[config.mk]
export PLATFORM = sky130hd
export DESIGN_NAME = fabric_spi_bitstream_tx
export DESIGN_NICKNAME = d
export VERILOG_FILES = /design/src/rtl/fabric_spi_pkg.sv /design/src/rtl/fabric_spi_clkgen.sv /design/src/rtl/fabric_spi_bitstream_tx.sv
export SDC_FILE = /design/constraint.sdc
export NUM_CORES = 1
export LEC_CHECK = 0
export BUFFER_PORTS_ARGS = -buffer_cell sky130_fd_sc_hd__buf_2
export CAP_MARGIN = 20
export CORE_MARGIN = 8
export CORE_UTILIZATION = 56
export DETAILED_ROUTE_END_ITERATION = 16
export GPL_ROUTABILITY_DRIVEN = 1
export PLACE_DENSITY_LB_ADDON = 0.25
export SYNTH_ARGS = -nofsm -noshare
export SYNTH_HDL_FRONTEND = slang
export SYNTH_SLANG_ARGS = --single-unit
[constraint.sdc]
create_clock -name clk_i -period 2.86 [get_ports clk_i]
set_clock_uncertainty 0.1 [all_clocks]
set_input_delay 0.572 -clock clk_i [delete_from_list [all_inputs] [get_ports clk_i]]
set_output_delay 0.572 -clock clk_i [all_outputs]
set_load 0.02 [all_outputs]
[src/rtl/fabric_spi_pkg.sv]
// fabric_spi_pkg: shared state type and constants for the fabric SPI bitstream path
package fabric_spi_pkg;
  typedef enum logic [2:0] {IDLE, SETUP, SHIFT, WAIT, HOLD, GAP} spi_tx_state_e;
  localparam int SPI_CPOL = 0;
  localparam int SPI_CPHA = 0;
  localparam int BITSTREAM_WORD_W = 32;
endpackage

[src/rtl/fabric_spi_clkgen.sv]
// fabric_spi_clkgen: sclk half-period timer; in clk_i rst_i start_i(clear) en_i, out rise_tick fall_tick
module fabric_spi_clkgen #(
  parameter int CLK_DIV = 2
) (
  input  logic clk_i,
  input  logic rst_i,
  input  logic start_i,
  input  logic en_i,
  output logic rise_tick,
  output logic fall_tick
);
  localparam int CW = CLK_DIV > 1 ? $clog2(CLK_DIV) : 1;
  logic [CW-1:0] cnt_q;
  logic hi_q;
  logic wrap;
  assign wrap = en_i && cnt_q == CW'(CLK_DIV - 1);
  assign rise_tick = wrap && !hi_q;
  assign fall_tick = wrap && hi_q;
  always_ff @(posedge clk_i)
    if (rst_i || start_i) begin
      cnt_q <= '0;
      hi_q <= 1'b0;
    end else if (en_i) begin
      cnt_q <= wrap ? '0 : cnt_q + 1'b1;
      hi_q <= hi_q ^ wrap;
    end
endmodule

[src/rtl/fabric_spi_bitstream_tx.sv]
// fabric_spi_bitstream_tx: mode-0 SPI initiator; clk_i rst_i, word_i valid_i last_i ready_o in, sclk_o cs_no mosi_o miso_i SPI, busy_o words_sent_o rx_word_o rx_valid_o status
module fabric_spi_bitstream_tx
  import fabric_spi_pkg::*;
#(
  parameter int WORD_W   = BITSTREAM_WORD_W,
  parameter int CLK_DIV  = 2,
  parameter int CS_SETUP = 2,
  parameter int CS_GAP   = 4
) (
  input  logic              clk_i,
  input  logic              rst_i,
  input  logic [WORD_W-1:0] word_i,
  input  logic              valid_i,
  input  logic              last_i,
  output logic              ready_o,
  output logic              busy_o,
  output logic [15:0]       words_sent_o,
  output logic [WORD_W-1:0] rx_word_o,
  output logic              rx_valid_o,
  output logic              sclk_o,
  output logic              cs_no,
  output logic              mosi_o,
  input  logic              miso_i
);
  localparam int BW = $clog2(WORD_W);
  localparam int DM0 = CS_SETUP > CLK_DIV ? CS_SETUP : CLK_DIV;
  localparam int DMAX = DM0 > CS_GAP ? DM0 : CS_GAP;
  localparam int DW = $clog2(DMAX + 1);
  spi_tx_state_e state_q, state_d;
  logic [WORD_W-1:0] sh_q, rx_sh_q;
  logic [BW-1:0] bit_q;
  logic [DW-1:0] dly_q, dly_lim;
  logic last_q, rise, fall, accept, word_done, dly_done;
  fabric_spi_clkgen #(.CLK_DIV(CLK_DIV)) u_clkgen (
    .clk_i    (clk_i),
    .rst_i    (rst_i),
    .start_i  (state_q != SHIFT),
    .en_i     (state_q == SHIFT),
    .rise_tick(rise),
    .fall_tick(fall)
  );
  assign ready_o = state_q == IDLE || state_q == WAIT;
  assign busy_o = state_q != IDLE;
  assign accept = valid_i && ready_o;
  assign word_done = fall && bit_q == BW'(WORD_W - 1);
  assign mosi_o = sh_q[WORD_W-1];
  assign dly_done = dly_q == dly_lim;
  always_comb
    dly_lim = state_q == SETUP ? DW'(CS_SETUP - 1) :
              state_q == HOLD  ? DW'(CLK_DIV - 1)  : DW'(CS_GAP - 1);
  always_comb begin
    state_d = state_q;
    case (state_q)
      IDLE:    if (accept) state_d = SETUP;
      SETUP:   if (dly_done) state_d = SHIFT;
      SHIFT:   if (word_done) state_d = last_q ? HOLD : WAIT;
      WAIT:    if (accept) state_d = SHIFT;
      HOLD:    if (dly_done) state_d = GAP;
      GAP:     if (dly_done) state_d = IDLE;
      default: state_d = IDLE;
    endcase
  end
  always_ff @(posedge clk_i)
    if (rst_i) begin
      state_q <= IDLE;
      dly_q <= '0;
      cs_no <= 1'b1;
      sclk_o <= 1'b0;
      sh_q <= '0;
      rx_sh_q <= '0;
      bit_q <= '0;
      last_q <= 1'b0;
      rx_word_o <= '0;
      rx_valid_o <= 1'b0;
      words_sent_o <= '0;
    end else begin
      state_q <= state_d;
      dly_q <= state_d != state_q ? '0 : dly_q + 1'b1;
      cs_no <= state_d == IDLE || state_d == GAP;
      rx_valid_o <= word_done;
      if (accept) begin
        sh_q <= word_i;
        last_q <= last_i;
        bit_q <= '0;
      end
      if (rise) begin
        sclk_o <= 1'b1;
        rx_sh_q <= {rx_sh_q[WORD_W-2:0], miso_i};
      end
      if (fall) begin
        sclk_o <= 1'b0;
        sh_q <= sh_q << 1;
        bit_q <= bit_q + 1'b1;
      end
      if (word_done) begin
        rx_word_o <= rx_sh_q;
        words_sent_o <= words_sent_o == 16'hFFFF ? words_sent_o : words_sent_o + 16'd1;
      end
    end
endmodule

**Word level (Yosys, flattened, before mapping)**

Cells that the tools add are included.

- Bits of input ports: 37
- Word-level logic and storage cells: 62
- Flip-flop bits (word level): 129
- Output and inout port bits: 54

- Reductions and logical operators: 16
- Bitwise gates (word level): 2
- Muxes and demuxes: 15
- Add/sub/neg operators: 4
- Eq/ne operators: 11

Operator list:

| operator | count |
|---|---|
| $mux W32 | 2 |
| $mux W3 | 7 |
| $pmux W3 S6 | 1 |
| $add A16 B1 Y16 const B | 1 |
| $eq A16 B16 Y1 const B | 1 |
| $mux W5 | 2 |
| $eq A3 B3 Y1 const B | 3 |
| $eq A3 B2 Y1 const B | 2 |
| $logic_not A3 Y1 | 2 |
| $add A5 B1 Y5 const B | 1 |
| $eq A5 B5 Y1 const B | 1 |
| $logic_and A1 B1 Y1 | 5 |
| $mux W2 | 2 |
| $reduce_or A2 Y1 | 2 |
| $add A3 B1 Y3 const B | 1 |
| $eq A3 B1 Y1 const B | 1 |
| $eq A3 B3 Y1 | 1 |
| $logic_or A1 B1 Y1 | 3 |
| $ne A3 B2 Y1 const B | 1 |
| $ne A3 B3 Y1 | 1 |
| $reduce_bool A3 Y1 | 1 |
| $reduce_and A2 Y1 | 1 |
| $reduce_bool A2 Y1 | 1 |
| $add A1 B1 Y1 const B | 1 |
| other kinds (4) | 4 |

**Longest topological paths before layout**

- Word-level depth: 8
- Depth in mapped cells: 10
- Depth with buffers taken out: 7

**By module**

From an unflattened synthesis, not the netlist that was laid out.

- Cell total of the unflattened synthesis: 578
- Area total of the unflattened synthesis: 5363.9 µm²

Modules (own cells, without submodules):

| module | area an instance (µm²) | cells each | instances | seq. area each (µm²) |
|---|---|---|---|---|
| fabric_spi_bitstream_tx | 5250.0 | 568 | 1 | 2542.4 |
| fabric_spi_clkgen | 113.9 | 10 | 1 | 40.0 |

**Least setup slack after synthesis**

OpenSTA, ideal clock, no wires.

- Path type: reg-to-reg
- From: reg state_q[1]
- To: reg words_sent_o[9]
- Data required time: 2.690 ns
- Slack: 0.488 ns
- Period minus slack after synthesis: 2.372 ns
- Path buffers: 2
- Library setup time: 0.070 ns
- Data arrival time: 2.202 ns
- Stages on the path, launching flop included: 10
- Cells stage by stage: dfxtp_1 clkbuf_1 nor2b_1 and3_1 ha_1 nand4_1 or2_0 buf_2 or4_1 a21oi_1

- Longest elaborated chain between the ends: 5

Ends and longest elaborated chain:

| what | RTL line | source |
|---|---|---|
| from (decl) | fabric_spi_bitstream_tx.sv:29 | `spi_tx_state_e state_q, state_d;` |
| from (signal assigned) | fabric_spi_bitstream_tx.sv:77 | `state_q <= state_d;` |
| $eq A3 B2 Y1 | fabric_spi_bitstream_tx.sv:38 | `.en_i (state_q == SHIFT),` |
| $logic_and A1 B1 Y1 | fabric_spi_clkgen.sv:16 | `assign wrap = en_i && cnt_q == CW'(CLK_DIV - 1);` |
| $logic_and A1 B1 Y1 | fabric_spi_clkgen.sv:18 | `assign fall_tick = wrap && hi_q;` |
| $logic_and A1 B1 Y1 | fabric_spi_bitstream_tx.sv:45 | `assign word_done = fall && bit_q == BW'(WORD_W - 1);` |
| $reduce_and A2 Y1 (no source line) | n/a |  |
| to (signal assigned) | fabric_spi_bitstream_tx.sv:97 | `words_sent_o <= words_sent_o == 16'hFFFF ? words_sent_o : words_sent_o + 16'd1;` |
| to (decl) | fabric_spi_bitstream_tx.sv:17 | `output logic [15:0] words_sent_o,` |

No other way between the ends.
A chain may end at the register's enable or synchronous reset.

**Worst setup path after layout**

- From: reg state_q[1]
- To: reg rx_word_o[26]

- Longest elaborated chain between the ends: 4

Ends and longest elaborated chain:

| what | RTL line | source |
|---|---|---|
| $eq A3 B2 Y1 | fabric_spi_bitstream_tx.sv:38 |  |
| $logic_and A1 B1 Y1 | fabric_spi_clkgen.sv:16 |  |
| $logic_and A1 B1 Y1 | fabric_spi_clkgen.sv:18 |  |
| $logic_and A1 B1 Y1 | fabric_spi_bitstream_tx.sv:45 |  |
| to (signal assigned) | fabric_spi_bitstream_tx.sv:96 | `rx_word_o <= rx_sh_q;` |
| to (decl) | fabric_spi_bitstream_tx.sv:18 | `output logic [WORD_W-1:0] rx_word_o,` |

No other way between the ends.

==> impl_metrics.tcl <==
set metrics [dict create \
    leakage_nw 2.45 \
    grt_antenna_before_repair 0 \
    wl_met2_mm 6.36 \
    initial_core_util_pct 57.9 \
    setup_viol 0 \
    vias_per_cell 5.58 \
    ys_warn_count 0 \
    routed_wl_mm 12.1 \
    grt_start_max_net_pins 80 \
    yosysSeqAreaShare_pct 48.0 \
    drcViolationCount 0 \
    post-dp-hpwl_mm 7.90 \
    drive_gt1_share_pct 19.6 \
    crit_arrival_ps 2870 \
    cp-start-kind "flip-flop" \
    clock_path_buffers 2 \
    synth_edf_count 0 \
    cts_hold_buf 0 \
    synth_top_family_by_area "simple AND/OR/NAND/NOR gates" \
    rsz0062_at_grt "false" \
    dr_total_vias 4652 \
    die_h_microns 114 \
    yosys.area.top_type "dfxtp_1" \
    fillers 767 \
    power_mw 4.23 \
    root_buffer "clkbuf_8" \
    critPathKind "flip-flop to flip-flop" \
    route.met3.wl_microns 515 \
    syn_inst 624 \
    fin_crit_ps 2550 \
    io_pins 91 \
    synthesis.nets 667 \
    antennaDiodeCount 0 \
    path_common_cell "buf_4" \
    cellPowerDensity_nw_per_um2 659 \
    die_x_microns 114 \
    die-area_sq_um 13000 \
    yosys-top-cells-area "dfxtp_1 (48%), mux2i_1 (6.5%), nor3_1 (6.3%)" \
    clock-sinks 129 \
    maxCapViolCount 0 \
    synthXorXnorAreaFrac_pct 0.326 \
    crit_chain "nor2b_1 > and3_1 > ha_2 > buf_4 > and2_1 > buf_4 > nand2_1 > a21oi_1" \
    area_growth_pct 19.5 \
    ys_ff_latch 129 \
    slew-limit-headroom_pct 53.8 \
    cp.required_ps 3180 \
    worstPathMaxFanout 32 \
    grt_pass1_vias 4560 \
    numCtsBuffers 17 \
    path_clk_slew_ps 60 \
    crit_path_end_kind "flip-flop" \
    gr-total-overflow 0 \
    drt_iter0_markers 284 \
    tightest_slew_ps 694 \
    gp_congestion 0.827 \
    multiInputGateArea_sq_um 2590 \
    netlist-cell-type-count 47 \
    slowest_stage "dfxtp_1" \
    detail-route-antenna-nets 0 \
    syn_area_sq_um 5380 \
    synth_mux_area_share_pct 6.94 \
    synth-compound-area-share_pct 8.52 \
    outcome "finished, final reports clean" \
    async_flop_share_pct 0 \
    finalHoldViolCount 0 \
    synth_top_cell_area_share_pct 48.0 \
    synth_fa_ha_area_share_pct 1.40 \
    syn-mean-instance-area_sq_um 8.61 \
    timing.final.crit_share_pct 89.1 \
    h-tree-depth 4 \
    grt_first_pass_wirelength_mm 20.3 \
    rows 35 \
    grt_usage_pct 18.6 \
    topRoutingLayerUsed "met4" \
    clk_latency_ps 500 \
    maxSlewViolCount 0 \
    ys.flop_type "dfxtp_1" \
    core_area_sq_um 9280 \
    final_nets 736 \
    wire_per_inst_microns 14.5 \
    cts_tree "built" \
    peakVddDrop_mv 0.384 \
    io_buffers 90 \
    first_pass_iters 4 \
    wl_met1_mm 5.13 \
    min_path_type "primary input to flip-flop" \
    seq_area_sq_um 2580 \
    synth-simple-area-share_pct 30.9 \
    clock.fmax_mhz 392 \
    fin_tns_setup_ps 0 \
    slowest_delay_ps 530 \
]
cell usage in the layout, fill, tap and decap left out, types with 5 or more instances in the layout:
cell type	n
clkinvlp_4	5
nand4_1	6
nand3_1	7
nor4_1	38
nand3b_1	5
buf_2	89
nand2b_1	9
nor3_1	68
clkbuf_16	16
inv_1	5
dfxtp_1	129
nor2_1	44
o21ai_0	10
o31ai_1	6
a21oi_1	48
mux2i_1	35
buf_4	7
nor2b_1	37
nand2_1	76
layer usage:
metal  vias up  GRT usage [%]
li1       2350              -
met1      2207           20.9
met2        89           33.3
met3         6           5.28
met4         0           5.59
met5         -              0
synthesized netlist by cell type (all sizes together), types with 2 or more instances:
library cell	count
or3	6
mux2	2
clkbuf	34
a31oi	4
a311oi	2
nand3b	5
nor4	39
dfxtp	129
or2	2
nand2b	9
nor2	44
o21bai	2
mux2i	35
nand3	7
and3b	2
buf	14
nand2	76
nor3b	2
o31ai	6
a21oi	48
inv	5
nand4	7
o21ai	10
a211oi	2
or4	4
nor3	68
nor2b	37
xnor2	2
ha	6
and3	3
timing repair:
item,4_1_cts,5_1_grt
setup buffers,0,0
setup endpoints to repair,0,15
hold endpoints to repair,0,0
resized for setup,0,1
power by group:
part	switching, mW	leakage, nW	total [mW]	internal, mW
sequential	0.0599	1.05	1.94	1.88
clock	0.777	0.250	1.95	1.18
combinational	0.201	1.16	0.340	0.139
worst paths after layout:
path / slack (ps) / end / cells past startpoint / startpoint
max reg2reg: 310 / rx_word_o[26] / 8 / state_q[1]
min: 210 / rx_sh_q[0] / 3 / miso_i
min reg2reg: 320 / u_clkgen.cnt_q / 1 / u_clkgen.cnt_q
max: 310 / rx_word_o[26] / 8 / state_q[1]
layout make-up:
| type | instances | area share [%] |
|---|---|---|
| repair buffers | 98 | 8.24 |
| flip-flops and latches | 129 | 40.2 |
| inverters | 5 | 0.292 |
| well taps | 129 | 2.51 |
| clock buffers | 20 | 6.78 |
| clock inverters | 11 | 1.68 |
| multi-input cells | 442 | 40.3 |
worst max-delay path: cells and delay by family, from the launching register on:
family                   cells  cell delay [ps]
AO/OA/AOI/OAI                1              150
adder cells (fa/ha/maj)      1              200
buffers and inverters        2              640
flip-flops                   1              530
AND/OR/NAND/NOR              4              840
cells by family (layout without fill, tap and decap cells):
logic type	after synthesis	count (layout)
xor gates and xnor gates	2	2
buffers and inverters	53	134
AOI/OAI and AO/OA	80	80
DFF	129	129
adders and majority gates	6	6
and+or+nand+nor	317	317
muxes	37	37
state kept, by name, summed over array words and instances, names as in the netlist, 3 cells and up:
register / count
rx_sh_q: 32
rx_word_o: 32
sh_q: 32
words_sent_o: 16
bit_q: 5
dly_q: 3
state_q: 3
per-stage QoR:
stage               utilization [%]  area, sq um  hold slack (ps)  instances  setup WS, ps
finish                         69.2         6420              215        834           311
global route                   69.2         6420              211        834           106
CTS                            69.1         6420              200        834           152
detailed placement             63.3         5880              310        803           242
global placement               63.3         5880              308        803           415
floorplan                         -         5380              292        624           488
(Power assumes the default switching activity.)
